[config.mk]
export PLATFORM = sky130hd
export DESIGN_NAME = egress_replicator_flat
export DESIGN_NICKNAME = d
export VERILOG_FILES = /design/src/rtl/egress_replicator_if.sv /design/src/rtl/egress_replicator.sv /design/src/flat_wrapper.sv
export SDC_FILE = /design/constraint.sdc
export NUM_CORES = 2
export LEC_CHECK = 0
export CORE_AREA = 4 4 408 410
export CTS_CLUSTER_DIAMETER = 30
export DETAILED_ROUTE_END_ITERATION = 8
export DIE_AREA = 0 0 412 414
export GPL_TIMING_DRIVEN = 0
export PLACE_DENSITY = 0.68
export SYNTH_ARGS = -nofsm -noshare
export SYNTH_HDL_FRONTEND = slang
export SYNTH_SLANG_ARGS = --single-unit
[constraint.sdc]
create_clock -name clk -period 8.6 [get_ports clk]
set_input_delay 1.72 -clock clk [delete_from_list [all_inputs] [get_ports clk]]
set_output_delay 1.72 -clock clk [all_outputs]
set_load 0.005 [all_outputs]
[src/rtl/egress_replicator_if.sv]
// Valid/ready packet bus: a destination port mask plus a flat header vector.
interface egress_replicator_if #(
  parameter int NUM_PORTS   = 4,
  parameter int HDR_MAX_LEN = 64
);
  logic                       valid;
  logic                       ready;
  logic [NUM_PORTS-1:0]       port;
  logic [HDR_MAX_LEN*8-1:0]   pkt_hdr;

  modport master (output valid, port, pkt_hdr, input ready);
  modport slave  (input valid, port, pkt_hdr, output ready);
endinterface

[src/rtl/egress_replicator.sv]
// Egress replicator: queues packets from the traffic manager and emits one
// single-port copy per destination bit, lowest port first, in arrival order.
module egress_replicator #(
  parameter int NUM_PORTS   = 4,
  parameter int HDR_MAX_LEN = 64,
  parameter int DEPTH       = 4
) (
  input  logic                     clk,
  input  logic                     rst,
  egress_replicator_if.slave       in_if,
  egress_replicator_if.master      out_if,
  output logic                     out_last,
  output logic [15:0]              drop_cnt,
  output logic [$clog2(DEPTH):0]   q_count
);

  localparam int AW = $clog2(DEPTH);
  localparam int HW = HDR_MAX_LEN * 8;
  localparam logic [AW:0] FULL_CNT = (AW+1)'(DEPTH);
  localparam logic [AW:0] ONE_CNT  = (AW+1)'(1);

  logic [HW-1:0]        r_hdr_mem  [DEPTH];
  logic [NUM_PORTS-1:0] r_mask_mem [DEPTH];
  logic [AW-1:0]        r_head;
  logic [AW-1:0]        r_tail;
  logic [AW:0]          r_count;
  logic [NUM_PORTS-1:0] r_rem;
  logic [15:0]          r_drop;

  logic                 w_nonempty;
  logic                 w_in_ready;
  logic                 w_accept;
  logic                 w_push;
  logic                 w_drop;
  logic                 w_fire;
  logic                 w_pop;
  logic                 w_last;
  logic [NUM_PORTS-1:0] w_low;
  logic [NUM_PORTS-1:0] w_rem_next;
  logic [AW-1:0]        w_head_next;

  assign w_nonempty  = (r_count != '0);
  // Gated by reset so the upstream never sees ready while reset is held.
  assign w_in_ready  = rst && (r_count != FULL_CNT);
  assign w_accept    = in_if.valid && w_in_ready;
  assign w_push      = w_accept && (|in_if.port);
  assign w_drop      = w_accept && !(|in_if.port);
  assign w_low       = r_rem & (~r_rem + NUM_PORTS'(1));
  assign w_last      = ((r_rem & (r_rem - NUM_PORTS'(1))) == '0);
  assign w_fire      = w_nonempty && out_if.ready;
  assign w_pop       = w_fire && w_last;
  assign w_head_next = r_head + AW'(1);

  assign in_if.ready    = w_in_ready;
  assign out_if.valid   = w_nonempty;
  assign out_if.port    = w_nonempty ? w_low : '0;
  assign out_if.pkt_hdr = w_nonempty ? r_hdr_mem[r_head] : '0;
  assign out_last       = w_nonempty && w_last;
  assign drop_cnt       = r_drop;
  assign q_count        = r_count;

  // The remaining mask follows the head entry; on a pop it is refilled from the
  // next stored entry, or from the incoming packet if that one becomes head.
  always_comb begin
    w_rem_next = r_rem;
    if (w_pop) begin
      if (r_count > ONE_CNT) begin
        w_rem_next = r_mask_mem[w_head_next];
      end else if (w_push) begin
        w_rem_next = in_if.port;
      end else begin
        w_rem_next = '0;
      end
    end else if (w_fire) begin
      w_rem_next = r_rem & ~w_low;
    end else if (w_push && !w_nonempty) begin
      w_rem_next = in_if.port;
    end
  end

  always_ff @(posedge clk) begin
    if (w_push) begin
      r_hdr_mem[r_tail]  <= in_if.pkt_hdr;
      r_mask_mem[r_tail] <= in_if.port;
    end
  end

  always_ff @(posedge clk or negedge rst) begin
    if (!rst) begin
      r_head  <= '0;
      r_tail  <= '0;
      r_count <= '0;
      r_rem   <= '0;
      r_drop  <= '0;
    end else begin
      r_rem <= w_rem_next;
      if (w_push) r_tail <= r_tail + AW'(1);
      if (w_pop)  r_head <= w_head_next;
      case ({w_push, w_pop})
        2'b10:   r_count <= r_count + ONE_CNT;
        2'b01:   r_count <= r_count - ONE_CNT;
        default: r_count <= r_count;
      endcase
      if (w_drop && (r_drop != '1)) r_drop <= r_drop + 16'd1;
    end
  end

endmodule

[src/flat_wrapper.sv]
// flat-port wrapper written by rule: the top's interface ports become plain ports
module egress_replicator_flat 
#(
  parameter int NUM_PORTS   = 4,
  parameter int HDR_MAX_LEN = 64,
  parameter int DEPTH       = 4
)
  (clk, rst, out_last, drop_cnt, q_count, in_if_valid, in_if_port, in_if_pkt_hdr, in_if_ready, out_if_valid, out_if_port, out_if_pkt_hdr, out_if_ready);
  egress_replicator_if #(.NUM_PORTS(NUM_PORTS), .HDR_MAX_LEN(HDR_MAX_LEN)) in_if_i ();
  egress_replicator_if #(.NUM_PORTS(NUM_PORTS), .HDR_MAX_LEN(HDR_MAX_LEN)) out_if_i ();
  input  logic clk;
  input  logic rst;
  output logic out_last;
  output logic [15:0] drop_cnt;
  output logic [$clog2(DEPTH):0] q_count;
  input wire logic [$bits(in_if_i.valid)-1:0] in_if_valid;
  input wire logic [$bits(in_if_i.port)-1:0] in_if_port;
  input wire logic [$bits(in_if_i.pkt_hdr)-1:0] in_if_pkt_hdr;
  output wire logic [$bits(in_if_i.ready)-1:0] in_if_ready;
  output wire logic [$bits(out_if_i.valid)-1:0] out_if_valid;
  output wire logic [$bits(out_if_i.port)-1:0] out_if_port;
  output wire logic [$bits(out_if_i.pkt_hdr)-1:0] out_if_pkt_hdr;
  input wire logic [$bits(out_if_i.ready)-1:0] out_if_ready;
  assign in_if_i.valid = in_if_valid;
  assign in_if_i.port = in_if_port;
  assign in_if_i.pkt_hdr = in_if_pkt_hdr;
  assign in_if_ready = in_if_i.ready;
  assign out_if_valid = out_if_i.valid;
  assign out_if_port = out_if_i.port;
  assign out_if_pkt_hdr = out_if_i.pkt_hdr;
  assign out_if_i.ready = out_if_ready;
  egress_replicator #(.NUM_PORTS(NUM_PORTS), .HDR_MAX_LEN(HDR_MAX_LEN), .DEPTH(DEPTH)) u_core (.clk(clk), .rst(rst), .in_if(in_if_i), .out_if(out_if_i), .out_last(out_last), .drop_cnt(drop_cnt), .q_count(q_count));
endmodule
==> run_results.csv <==
group,metric,value,unit
cts,h-tree-depth,5,
synthesis,synth_compound_area_share,0.251,%
synthesis,yosysUniqueCellTypes,47,
min_path,worstHoldPathType,"reg -> reg",
setup_path,r2r_slack,4.51,ns
synthesis,ys.flop_type,"edfxtp_1",
setup_path,path_cells,"inv_1 -> ha_1 -> nor2b_1 -> inv_1 -> buf_2 -> clkbuf_1 -> clkbuf_1 -> and2_1 -> clkdlybuf4s50_1",
setup_path,cp_top_family,"buffers and inverters",
setup_path,start_kind,"flop",
global_route,antenna_found_initial,97,
setup_path,crit_type,"reg -> out",
global_route,gr-total-overflow,0,
synthesis,synth_xor_area_share,0.199,%
setup_path,rr_startpoint,"u_core.q_count[0]$_DFFE_PN0P_",
cts,cts.root.buffer_cell,"clkbuf_16",
cts,tritoncts.num_buffers,402,
place,hpwlAfterDp,145,mm
min_path,min_path_cells,1,
pwr,ir_worst_vdd,0.284,mV
setup_path,rr_worst_depth,9,
synthesis,synth_top_family_by_area,"multiplexers",
setup_path,required,6.88,ns
global_route,met1_usage,30.5,%
sta,maxSlewHeadroom,14.0,%
detailed_routing,vias,41100,
place,gp_congestion,0.824,
floorplan,core,0.162,mm²
setup_path,timing.rr.end,"u_core.r_hdr_mem[2][132]$_DFFE_PP_",
cts,postCtsHoldBufs,0,
synthesis,synthTopCellsByArea,"edfxtp_1 78%, mux4_2 15%, and2_1 4.1%, dfrtp_1 0.85%, buf_2 0.39%",
sta,tightest_slew,1.29,ns
pwr,p_leak,35.6,nW
detailed_routing,wirelength,215,mm
sta,max_freq,152,MHz
cts,cts_setup_buffers,0,
min_path,min_from,"u_core.drop_cnt[9]$_DFFE_PN0P_",
run,drv_cap,0,
global_route,grt_max_degree,55,
synthesis,syn_area,0.0792,mm²
synthesis,synth_fa_ha_area_share,0.158,%
synthesis,ys_seq_area_share,79.1,%
sta,setup_tns,0,ns
outcome,status,"finished, final reports clean",
synthesis,avgSynthCellArea,23.1,µm²
min_path,min_to,"u_core.drop_cnt[9]$_DFFE_PN0P_",
floorplan,pin_count,1058,
detailed_routing,final_antenna_net_count,0,
global_route,grt_pass1_vias,43100,
synthesis,synth-simple-area-share,4.53,%
final_layout,fin_area,0.108,mm²
synthesis,ys_seq_elements,2091,
floorplan,die-area,0.171,mm²
sta,final.min_clock_period,6.56,ns
synthesis,synth_edf_count,2064,
detailed_routing,first_iter_violations,3725,
detailed_routing,drt-vias-per-instance,5.48,
global_route,grt_util_met2,40.4,%
sta,rsz0062_at_grt,"no",
final_layout,drive_above_1_share,24.6,%
synthesis,yosys-mux-area-fraction,14.7,%
detailed_routing,first_pass_iters,5,
setup_path,cp.arrival,4.84,ns
detailed_routing,drc,0,
sta,clock_skew,0.0646,ns
synthesis,async_flop_share,1.29,%
synthesis,yosysWarnings,0,
synthesis,yosys.area.top_type_share,78.3,%
floorplan,die_width,412,µm
global_route,track_usage,25.0,%
detailed_routing,drt-wirelength-per-cell,28.7,µm
cts,cts_tree,"yes",
place,port_buffers,1057,
global_route,use_met3,9.66,%
synthesis,synth_nets,3964,
cts,insertion_delay,0.96,ns
synthesis,synthCells,3434,
floorplan,die_height,414,µm
global_route,grt_pass1_wl,305,mm
sta,finalHoldViolations,0,
final_layout,nets,5470,
setup_path,cp-startpoint,"u_core.q_count[0]$_DFFE_PN0P_",
setup_path,crit_slowest_cell,"clkbuf_1",
global_route,top_usage_layer,"met2",
synthesis,yosys.area.top_type,"edfxtp_1",
cts,clkTransAtPathRegs,0.05,ns
cts,clock_path_buffers,4,
pwr,powerDensity,378,mW/mm²
floorplan,start_util,48.7,%
pwr,finalPower,40.7,mW
setup_path,cp_num_buf_inv,6,
setup_path,cp-end-kind,"output port",
floorplan,rows,148,
setup_path,max_stage_delay,0.93,ns
setup_path,path_max_fanout,10,
sta,setup_viol,0,
cts,cts_sinks,2091,
final_layout,synthToLayoutAreaGrowth,36.0,%
sta,period_share,76.3,%
sta,maxSlewViolCount,0,
cts,cts_resized,0,
place,placed_area,0.0937,mm²
[report_power, final]
group          switching, mW  internal [mW]  leakage, nW
sequential             0.209           12.3         19.1
combinational           5.84           6.57         9.90
clock                   5.15           10.7         6.65
total                   11.2           29.5         35.6
[synthesized netlist by cell type, types with 8 or more instances]
cell         n
ha_1        10
nand2_1     19
nand3_1      8
xnor2_1     11
mux4_2     516
and2_1     514
nor2_1      10
clkbuf_1    80
inv_1        9
dfrtp_1     27
buf_1       35
buf_2       62
edfxtp_1  2064
[sequential cells by signal, summed over array words and instances, names as in the netlist]
register           flops
u_core.r_tail          2
u_core.r_hdr_mem    2048
u_core.r_rem           4
u_core.drop_cnt       16
u_core.r_head          2
u_core.r_mask_mem     16
u_core.q_count         3
[per-layer routing]
metal	routed length [µm]	up-vias
met5	402	-
met1	78800	21400
li1	-	17400
met2	107000	1770
met4	7140	62
met3	21200	439
[worst max-delay path by stage]
stage	depth (start not counted)	slack, ns	to
final	9	2.04	out_if_pkt_hdr[327]
after global routing	9	1.70	out_if_pkt_hdr[461]
after CTS	9	1.79	out_if_pkt_hdr[461]
after detailed placement	9	2.66	u_core.r_hdr_mem[2][283]$_DFFE_PP_
after global placement	4	-7.48	u_core.r_hdr_mem[0][294]$_DFFE_PP_
after floorplan	3	-0.22	u_core.r_hdr_mem[0][0]$_DFFE_PP_
[cell type report]
type | instances | area, µm²
repair buffers | 1102 | 11800
clock buffers | 448 | 10400
clock inverters | 281 | 3420
diodes | 54 | 135
inverters | 9 | 33.8
well taps | 2175 | 2720
plain buffers | 178 | 749
fillers | 10500 | 54700
flip-flops and latches | 2091 | 62700
multi-input cells | 1156 | 15700
[layout by cell type, fill, tap and decap left out, types with 2 or more instances in the layout]
| cell | instances |
|---|---|
| clkdlybuf4s50_1 | 1056 |
| inv_8 | 4 |
| and4_1 | 3 |
| buf_1 | 35 |
| bufinv_16 | 64 |
| buf_2 | 63 |
| xor2_1 | 7 |
| nor2_1 | 10 |
| o21ai_0 | 6 |
| nand3_1 | 8 |
| a21boi_0 | 2 |
| diode_2 | 54 |
| and2_1 | 514 |
| and3_1 | 4 |
| and3_4 | 5 |
| mux4_2 | 516 |
| xnor2_1 | 11 |
| nand2_1 | 19 |
| nand4_1 | 5 |
| a211oi_1 | 2 |
| edfxtp_1 | 2064 |
| clkinv_1 | 36 |
| clkinv_2 | 50 |
| clkbuf_1 | 116 |
| dfrtp_1 | 27 |
| and3_2 | 2 |
| a31oi_1 | 3 |
| clkbuf_16 | 412 |
| inv_6 | 25 |
| clkinvlp_4 | 49 |
| a21oi_1 | 7 |
| ha_1 | 10 |
| buf_12 | 4 |
| inv_1 | 9 |
| clkinv_4 | 51 |
| buf_16 | 41 |
[per-stage QoR]
stage / hold WS (ns) / cells / utilization (%) / worst slack, ns
after floorplan: 0.478 / 3434 / - / -0.215
after global placement: 0.479 / 6666 / 56.9 / -7.48
after detailed placement: 0.503 / 6711 / 57.7 / 2.66
after CTS: 0.514 / 7440 / 66.2 / 1.79
after global routing: 0.533 / 7462 / 66.3 / 1.70
final: 0.511 / 7494 / 66.3 / 2.04
[logic make-up (layout without fill, tap and decap cells)]
kind of cell,count (synthesis),in the layout
XOR/XNOR,18,18
AND/OR/NAND/NOR,581,581
AO/OA/AOI/OAI,28,28
flip-flops,2091,2091
buffers and inverters,187,2018
other,0,54
adder cells (fa/ha/maj),10,10
multiplexers,519,519
Power figures use the tool's default switching activity.
